## config.mk

```make
export PLATFORM = sky130hd
export DESIGN_NAME = dbg_run_ctrl
export DESIGN_NICKNAME = d
export VERILOG_FILES = /design/src/rtl/dbg_run_ctrl.sv
export SDC_FILE = /design/constraint.sdc
export NUM_CORES = 1
export LEC_CHECK = 0
export CAP_MARGIN = 20
export CELL_PAD_IN_SITES_DETAIL_PLACEMENT = 1
export CELL_PAD_IN_SITES_GLOBAL_PLACEMENT = 2
export CORE_ASPECT_RATIO = 0.75
export CORE_UTILIZATION = 31
export CTS_BUF_LIST = sky130_fd_sc_hd__clkbuf_4 sky130_fd_sc_hd__clkbuf_8 sky130_fd_sc_hd__clkbuf_16
export CTS_CLUSTER_DIAMETER = 150
export DETAILED_ROUTE_END_ITERATION = 10
export PLACE_DENSITY_LB_ADDON = 0.25
export RECOVER_POWER = 25
export SLEW_MARGIN = 20
export SYNTH_ARGS = -nofsm -noshare
export SYNTH_HDL_FRONTEND = slang
export SYNTH_SLANG_ARGS = --single-unit
```

## constraint.sdc

```tcl
create_clock -name clk -period 1.9 [get_ports clk]
set_input_delay 0.475 -clock clk [delete_from_list [all_inputs] [get_ports clk]]
set_output_delay 0.475 -clock clk [all_outputs]
set_load 0.05 [all_outputs]
```

## src/rtl/dbg_run_ctrl.sv

```systemverilog
// Debug run-control sequencer: turns halt/resume/step/reset commands from the
// debug module into correctly sequenced halt/reset requests to the core.
module dbg_run_ctrl #(
    parameter int DRAIN_CYCLES = 4,
    parameter int RST_CYCLES   = 2,
    parameter bit RESET_HALTED = 1'b0
) (
    input  logic       clk,
    input  logic       rst,
    input  logic       dbg_req_valid,
    input  logic [1:0] dbg_req_cmd,
    output logic       dbg_req_ready,
    output logic       dbg_rsp_valid,
    output logic       dbg_rsp_err,
    output logic       halt_req_o,
    output logic       reset_req_o,
    output logic       halted_o
);

    typedef enum logic [2:0] {
        S_RUN     = 3'd0,
        S_HALTING = 3'd1,
        S_HALTED  = 3'd2,
        S_STEP    = 3'd3,
        S_RESET   = 3'd4
    } state_t;

    localparam logic [1:0] CMD_HALT   = 2'b00;
    localparam logic [1:0] CMD_RESUME = 2'b01;
    localparam logic [1:0] CMD_STEP   = 2'b10;

    localparam logic [7:0] DRAIN_LOAD = 8'(DRAIN_CYCLES - 1);
    localparam logic [7:0] RST_LOAD   = 8'(RST_CYCLES - 1);

    state_t     state_reg;
    logic [7:0] cnt_reg;
    logic       accept;

    assign dbg_req_ready = (state_reg == S_RUN) || (state_reg == S_HALTED);
    assign accept        = dbg_req_valid && dbg_req_ready;

    // Core-facing outputs {halt_req, reset_req, halted} for the state being entered,
    // so they are registered alongside the state and never lag it.
    function automatic logic [2:0] outs_for(input state_t s);
        case (s)
            S_RUN:     outs_for = 3'b000;
            S_HALTING: outs_for = 3'b100;
            S_HALTED:  outs_for = 3'b101;
            S_STEP:    outs_for = 3'b000;
            S_RESET:   outs_for = 3'b110;
            default:   outs_for = 3'b100;
        endcase
    endfunction

    always_ff @(posedge clk or posedge rst) begin
        if (rst) begin
            state_reg     <= RESET_HALTED ? S_HALTED : S_RUN;
            cnt_reg       <= 8'd0;
            dbg_rsp_valid <= 1'b0;
            dbg_rsp_err   <= 1'b0;
            halt_req_o    <= RESET_HALTED;
            reset_req_o   <= 1'b0;
            halted_o      <= RESET_HALTED;
        end else begin
            dbg_rsp_valid <= 1'b0;
            dbg_rsp_err   <= 1'b0;
            case (state_reg)
                S_RUN: begin
                    if (accept) begin
                        case (dbg_req_cmd)
                            CMD_HALT: begin
                                state_reg <= S_HALTING;
                                cnt_reg   <= DRAIN_LOAD;
                                {halt_req_o, reset_req_o, halted_o} <= outs_for(S_HALTING);
                            end
                            CMD_RESUME: dbg_rsp_valid <= 1'b1;
                            CMD_STEP: begin
                                // Stepping a running core is meaningless: reject it.
                                dbg_rsp_valid <= 1'b1;
                                dbg_rsp_err   <= 1'b1;
                            end
                            default: begin
                                state_reg <= S_RESET;
                                cnt_reg   <= RST_LOAD;
                                {halt_req_o, reset_req_o, halted_o} <= outs_for(S_RESET);
                            end
                        endcase
                    end
                end
                S_HALTED: begin
                    if (accept) begin
                        case (dbg_req_cmd)
                            CMD_HALT: dbg_rsp_valid <= 1'b1;
                            CMD_RESUME: begin
                                state_reg     <= S_RUN;
                                dbg_rsp_valid <= 1'b1;
                                {halt_req_o, reset_req_o, halted_o} <= outs_for(S_RUN);
                            end
                            CMD_STEP: begin
                                state_reg <= S_STEP;
                                {halt_req_o, reset_req_o, halted_o} <= outs_for(S_STEP);
                            end
                            default: begin
                                state_reg <= S_RESET;
                                cnt_reg   <= RST_LOAD;
                                {halt_req_o, reset_req_o, halted_o} <= outs_for(S_RESET);
                            end
                        endcase
                    end
                end
                S_STEP: begin
                    // One cycle with halt released lets exactly one fetch through.
                    state_reg <= S_HALTING;
                    cnt_reg   <= DRAIN_LOAD;
                    {halt_req_o, reset_req_o, halted_o} <= outs_for(S_HALTING);
                end
                S_HALTING: begin
                    if (cnt_reg == 8'd0) begin
                        state_reg     <= S_HALTED;
                        dbg_rsp_valid <= 1'b1;
                        {halt_req_o, reset_req_o, halted_o} <= outs_for(S_HALTED);
                    end else begin
                        cnt_reg <= cnt_reg - 8'd1;
                    end
                end
                S_RESET: begin
                    if (cnt_reg == 8'd0) begin
                        state_reg <= S_HALTING;
                        cnt_reg   <= DRAIN_LOAD;
                        {halt_req_o, reset_req_o, halted_o} <= outs_for(S_HALTING);
                    end else begin
                        cnt_reg <= cnt_reg - 8'd1;
                    end
                end
                default: begin
                    // Corrupted encoding: park the core halted, the safest known state.
                    state_reg <= S_HALTING;
                    cnt_reg   <= DRAIN_LOAD;
                    {halt_req_o, reset_req_o, halted_o} <= outs_for(S_HALTING);
                end
            endcase
        end
    end

endmodule
```

# Word level (Yosys, flattened, before mapping)
# Cells that the tools add are included.
# totals
regBits	16
inputBits	5
output_inout_bits	6
# classes
n_addsub	1
eq_ne	14
mux	38
reduce_logical	12
# op_table
operator	count
two-way mux 8 bit	5
one-hot mux 8 bit (4 select lines)	1
two-way mux 1 bit	18
inequality test 2 bit, second input constant	8
one-hot mux 8 bit (2 select lines)	1
two-way mux 3 bit	4
one-hot mux 3 bit (4 select lines)	1
AND reduction 5 bit	2
one-hot mux 1 bit (3 select lines)	3
one-hot mux 3 bit (3 select lines)	1
logical NOT 8 bit	1
subtractor 8 x 1 -> 8 bit, second input constant	1
one-hot mux 3 bit (2 select lines)	1
AND reduction 6 bit	1
OR reduction 2 bit	3
one-hot mux 1 bit (2 select lines)	2
one-hot mux 1 bit (4 select lines)	1
equality test 3 x 1 -> 1 bit, second input constant	1
equality test 3 x 2 -> 1 bit, second input constant	1
equality test 3 bit, second input constant	1
logical NOT 3 bit	1
OR reduction 3 bit	1
equality test 2 x 1 -> 1 bit, second input constant	1
equality test 2 bit, second input constant	1
4 further kinds	4

# Logic depth before layout (Yosys ltp)
# logic_depth
depth_word	5
depth_mapped	6

# Worst setup path before layout
# No wires, ideal clock.
# synth_path
path_type	register -> register
start	register state_reg[0]
end	register cnt_reg[1]
setup_time_ps	125
arrival_time_ps	1867
t_required_ps	1775
path_slack_ps	-92
stages_incl_launch_ff	6
path_buffers	1
period_less_slack_ps	1992
cell_sequence	dfrtp_1 clkbuf_1 nor2_1 a21boi_0 o22ai_1 mux2_2
# synth_via
elab_chain_cells	5
word_cells_on_any_way	13
classes_between	eq/ne (8); mux (1); reduce/logical (4)
# synth_lines
element	line	rtl
from (decl)	35	state_t state_reg;
from (signal assigned)	57	state_reg <= RESET_HALTED ? S_HALTED : S_RUN;
equality test 3 x 2 -> 1 bit or logical NOT 3 bit (tied branches)	39	assign dbg_req_ready = (state_reg == S_RUN) || (state_reg == S_HALTED);
logical OR 1 bit (*)	39	
named net dbg_req_ready	12	output logic dbg_req_ready,
logical AND 1 bit (*)	40	assign accept = dbg_req_valid && dbg_req_ready;
inequality test 2 bit (no line)	--	
AND reduction 5 bit (no line) (*)	--	
to (signal assigned)	123	cnt_reg <= cnt_reg - 8'd1;
to (signal assigned)	132	cnt_reg <= cnt_reg - 8'd1;
to (decl)	36	logic [7:0] cnt_reg;
# Mark *: on every way through the listed nets, which the timed path passes. The rest lies on a longest branch.
# A chain may end at the register's enable or synchronous reset.

# Final worst setup path
# layout_path
start	register cnt_reg[0]
end	register cnt_reg[2]
# layout_via
elab_chain_cells	3
word_cells_on_any_way	7
classes_between	add/sub (1); eq/ne (1); mux (3); reduce/logical (2)
# layout_lines
element	line	rtl
subtractor 8 x 1 -> 8 bit or logical NOT 8 bit (tied branches)	--	
two-way mux 8 bit (tied with other cells)	127	if (cnt_reg == 8'd0) begin
one-hot mux 8 bit (4 select lines) or AND reduction 5 bit (tied branches)	--	
# Several ways; a longest one is shown, not always the timed one. The select of a mux whose other input is x is not followed.

==> results.md <==
- Status: finished clean
- Initial antenna violation count: 0
- CP Capture Type: flop
- Die Wd: 68.0 um
- Hold Path Stages: 1
- # port buffers: 10
- RR Startpoint: cnt_reg[0]
- Rows: 17
- Startpoint Class: flop
- Area share of fa/ha/maj cells after synthesis: 7.41%
- Die area: 3500 um2
- Clock Skews: 0.00441 ns
- Vias per cell: 5.38
- Largest family of logic cells by synthesized area: compound AO/OA/AOI/OAI gates
- Die Height: 51.5 um
- Sequential-to-total area share from yosys stat: 39.5%
- GR Util All Layers: 21.9%
- Multi-input gate area: 634 um2
- GP Congestion: 0.783
- Count of non-filler cells in the finished layout: 182
- Yosys top cell area share: 39.5%
- Terminus of the critical flop-to-flop path: cnt_reg[2]
- Drt pass-1 iters: 4
- Final Routed Wirelength: 3.26 mm
- Drt first-iter violations: 32
- Post-DRT Antenna Nets: 0
- CTS buffer count: 3
- Setup crit end: cnt_reg[2]
- Most used DFF post-synth: dfrtp_1
- Post-Synthesis Cell Area: 1010 um2
- Yosys reg bits: 16
- Area grow syn2layout: 46.5%
- Fin crit period: 1.89 ns
- Crit path launch: cnt_reg[0]
- # clock sinks: 16
- Final instance area: 1490 um2
- Max-Cap Viols: 0
- Sequential Area: 400 um2
- Reg2reg setup slack: 0.01 ns
- Post-synthesis cell type count: 41
- Hold Path Class: reg -> reg
- Max Fanout on Critical Path: 6
- Worst slew pin tran: 0.900 ns
- Largest net degree at the start of global routing: 17
- R2R cell count: 6
- Final-report setup violation count: 0
- Clk_lat worst skew: 0.26 ns
- Ranking of synthesized cells by area: dfrtp_1 40%, ha_1 7.4%, inv_1 3.3%
- Power, Total: 2630 uW
- Async SR Flop Fraction: 100%
- CTS tree: done
- Placed Cells: 177
- Hold-fix buffers at CTS: 0
- Hold Slack: 0.520 ns
- Synth Area in Simple Gates: 20.2%
- Antenna diodes: 0
- Via count: 980
- Total congestion overflow: 0
- Core ar.: 3020 um2
- Largest register FFs: 8
- Final period util: 99.3%
- Commonest non-fill, non-tap cells in the layout: 31 x buf_4, 16 x dfrtp_1, 7 x nand2_1
- Max-Slew Margin vs Limit: 40.0%
- Drt wl/cell: 17.9 um
- Area after DPL: 1360 um2
- Largest area contributor in the netlist: dfrtp_1
- Most common cell after layout, fill and taps aside: buf_4
- Fill cell count: 361
- Post-synth EDFFs: 0
- Mapped Cells: 105
- Root buf cell: clkbuf_8
- Yosys warning count: 0
- Fraction of synthesized area in multiplexers: 3.21%
- Vias in the first global route: 979
- Share of cells above drive strength 1: 44.4%
- Nets: 156
- Syn_nets: 116
- Global-route wire length before repair: 5.27 mm
- Post-synthesis xor/xnor area fraction: 1.73%
- Post-Syn Area per Cell: 9.65 um2
- P_leak: 0.000710 uW
- Pwr Density: 1770 nW/um2
- Initial Util: 33.6%
- IO Count: 11
- Reg clk slew, reported paths: 0.07 ns
- Max Freq: 530 MHz
- Maximum vdd drop: 726 uV
- RSZ-0062 raised after global routing: yes
- Hold Violations, Final: 0
- HPWL after DPL: 2.38 mm
- Longest Clk Path Bufs: 2
- CP arrival: 2.02 ns
- CTS H-tree lvls: 1
- Final Slew Violations: 0
- Compound-gate portion of the synthesized area: 23.3%
- Critical Path RT: 2.04 ns
- CP Class: reg -> reg
- Detailed-route DRC error count: 0
per-layer routing:
layer  track usage, %  wire length [um]  vias up
li1                 -                 -      461
met1             30.5              1580      485
met2             32.4              1500       21
met3             5.04                91       13
met4             8.68                93        0
met5                0                 0        -
how the worst min path moves through the flow:
stage               startpoint    endpoint  slack (ns)
finish              halt_req_o  halt_req_o        0.52
global route        halt_req_o  halt_req_o        0.54
CTS                 halt_req_o  halt_req_o        0.53
detailed placement  halt_req_o  halt_req_o        0.51
global placement    halt_req_o  halt_req_o        0.49
floorplan                  rst  cnt_reg[0]        0.39
synthesized netlist by cell type (2+ instances only):
master    count
a221o_2       2
nor2_1        6
xor2_1        2
nor3_1        3
o21ai_0       5
nand3_1       3
nor2b_1       2
and3_1        2
or3_2         2
inv_1         9
dfrtp_1      16
o22ai_1       2
nor3b_1       3
ha_1          6
clkbuf_1      2
mux2_2        2
or4_4         2
nand2_1       7
nand2b_1      2
a21o_1        2
a21oi_1       5
stage by stage:
stage / TNS [ns] / worst slack [ns] / utilization (%)
after floorplan: 0 / 0.0516 / -
after global placement: -3.28 / -0.366 / 45.2
after detailed placement: -4.30 / -0.446 / 45.2
after CTS: 0 / 0.00190 / 48.1
after global routing: -0.111 / -0.0460 / 49.2
final: 0 / 0.0129 / 49.2
cells by family (layout without fill, tap and decap cells):
| group | Yosys count | after routing |
|---|---|---|
| flops | 16 | 16 |
| fa+ha+maj | 6 | 6 |
| buf+inv | 12 | 51 |
| simple gates | 36 | 36 |
| mux | 3 | 3 |
| compound gates | 30 | 30 |
| xor+xnor | 2 | 2 |
worst max-delay path: stages (launching register included):
cell      delay, ns
dfrtp_1        0.39
inv_2          0.06
ha_2           0.18
or3b_4         0.43
o211ai_4       0.30
nor3b_2        0.08
a221o_2        0.32
what timing repair did:
action	CTS	global route
setup endpoints to repair	12	8
buffers inserted	0	1
resized for setup	10	7
pin swaps	3	5
where the power goes:
part	total (uW)	internal (uW)	switching, uW
Clock	308	184	124
Combinational	1700	839	858
Sequential	620	466	154
layout make-up:
type | count | share of cell area [%]
sequential | 16 | 27.0
timing repair buffer | 38 | 21.1
inverter | 9 | 2.27
clock buffer | 4 | 3.71
multi-input combinational | 77 | 42.7
tap | 38 | 3.20
(Power assumes the default switching activity.)
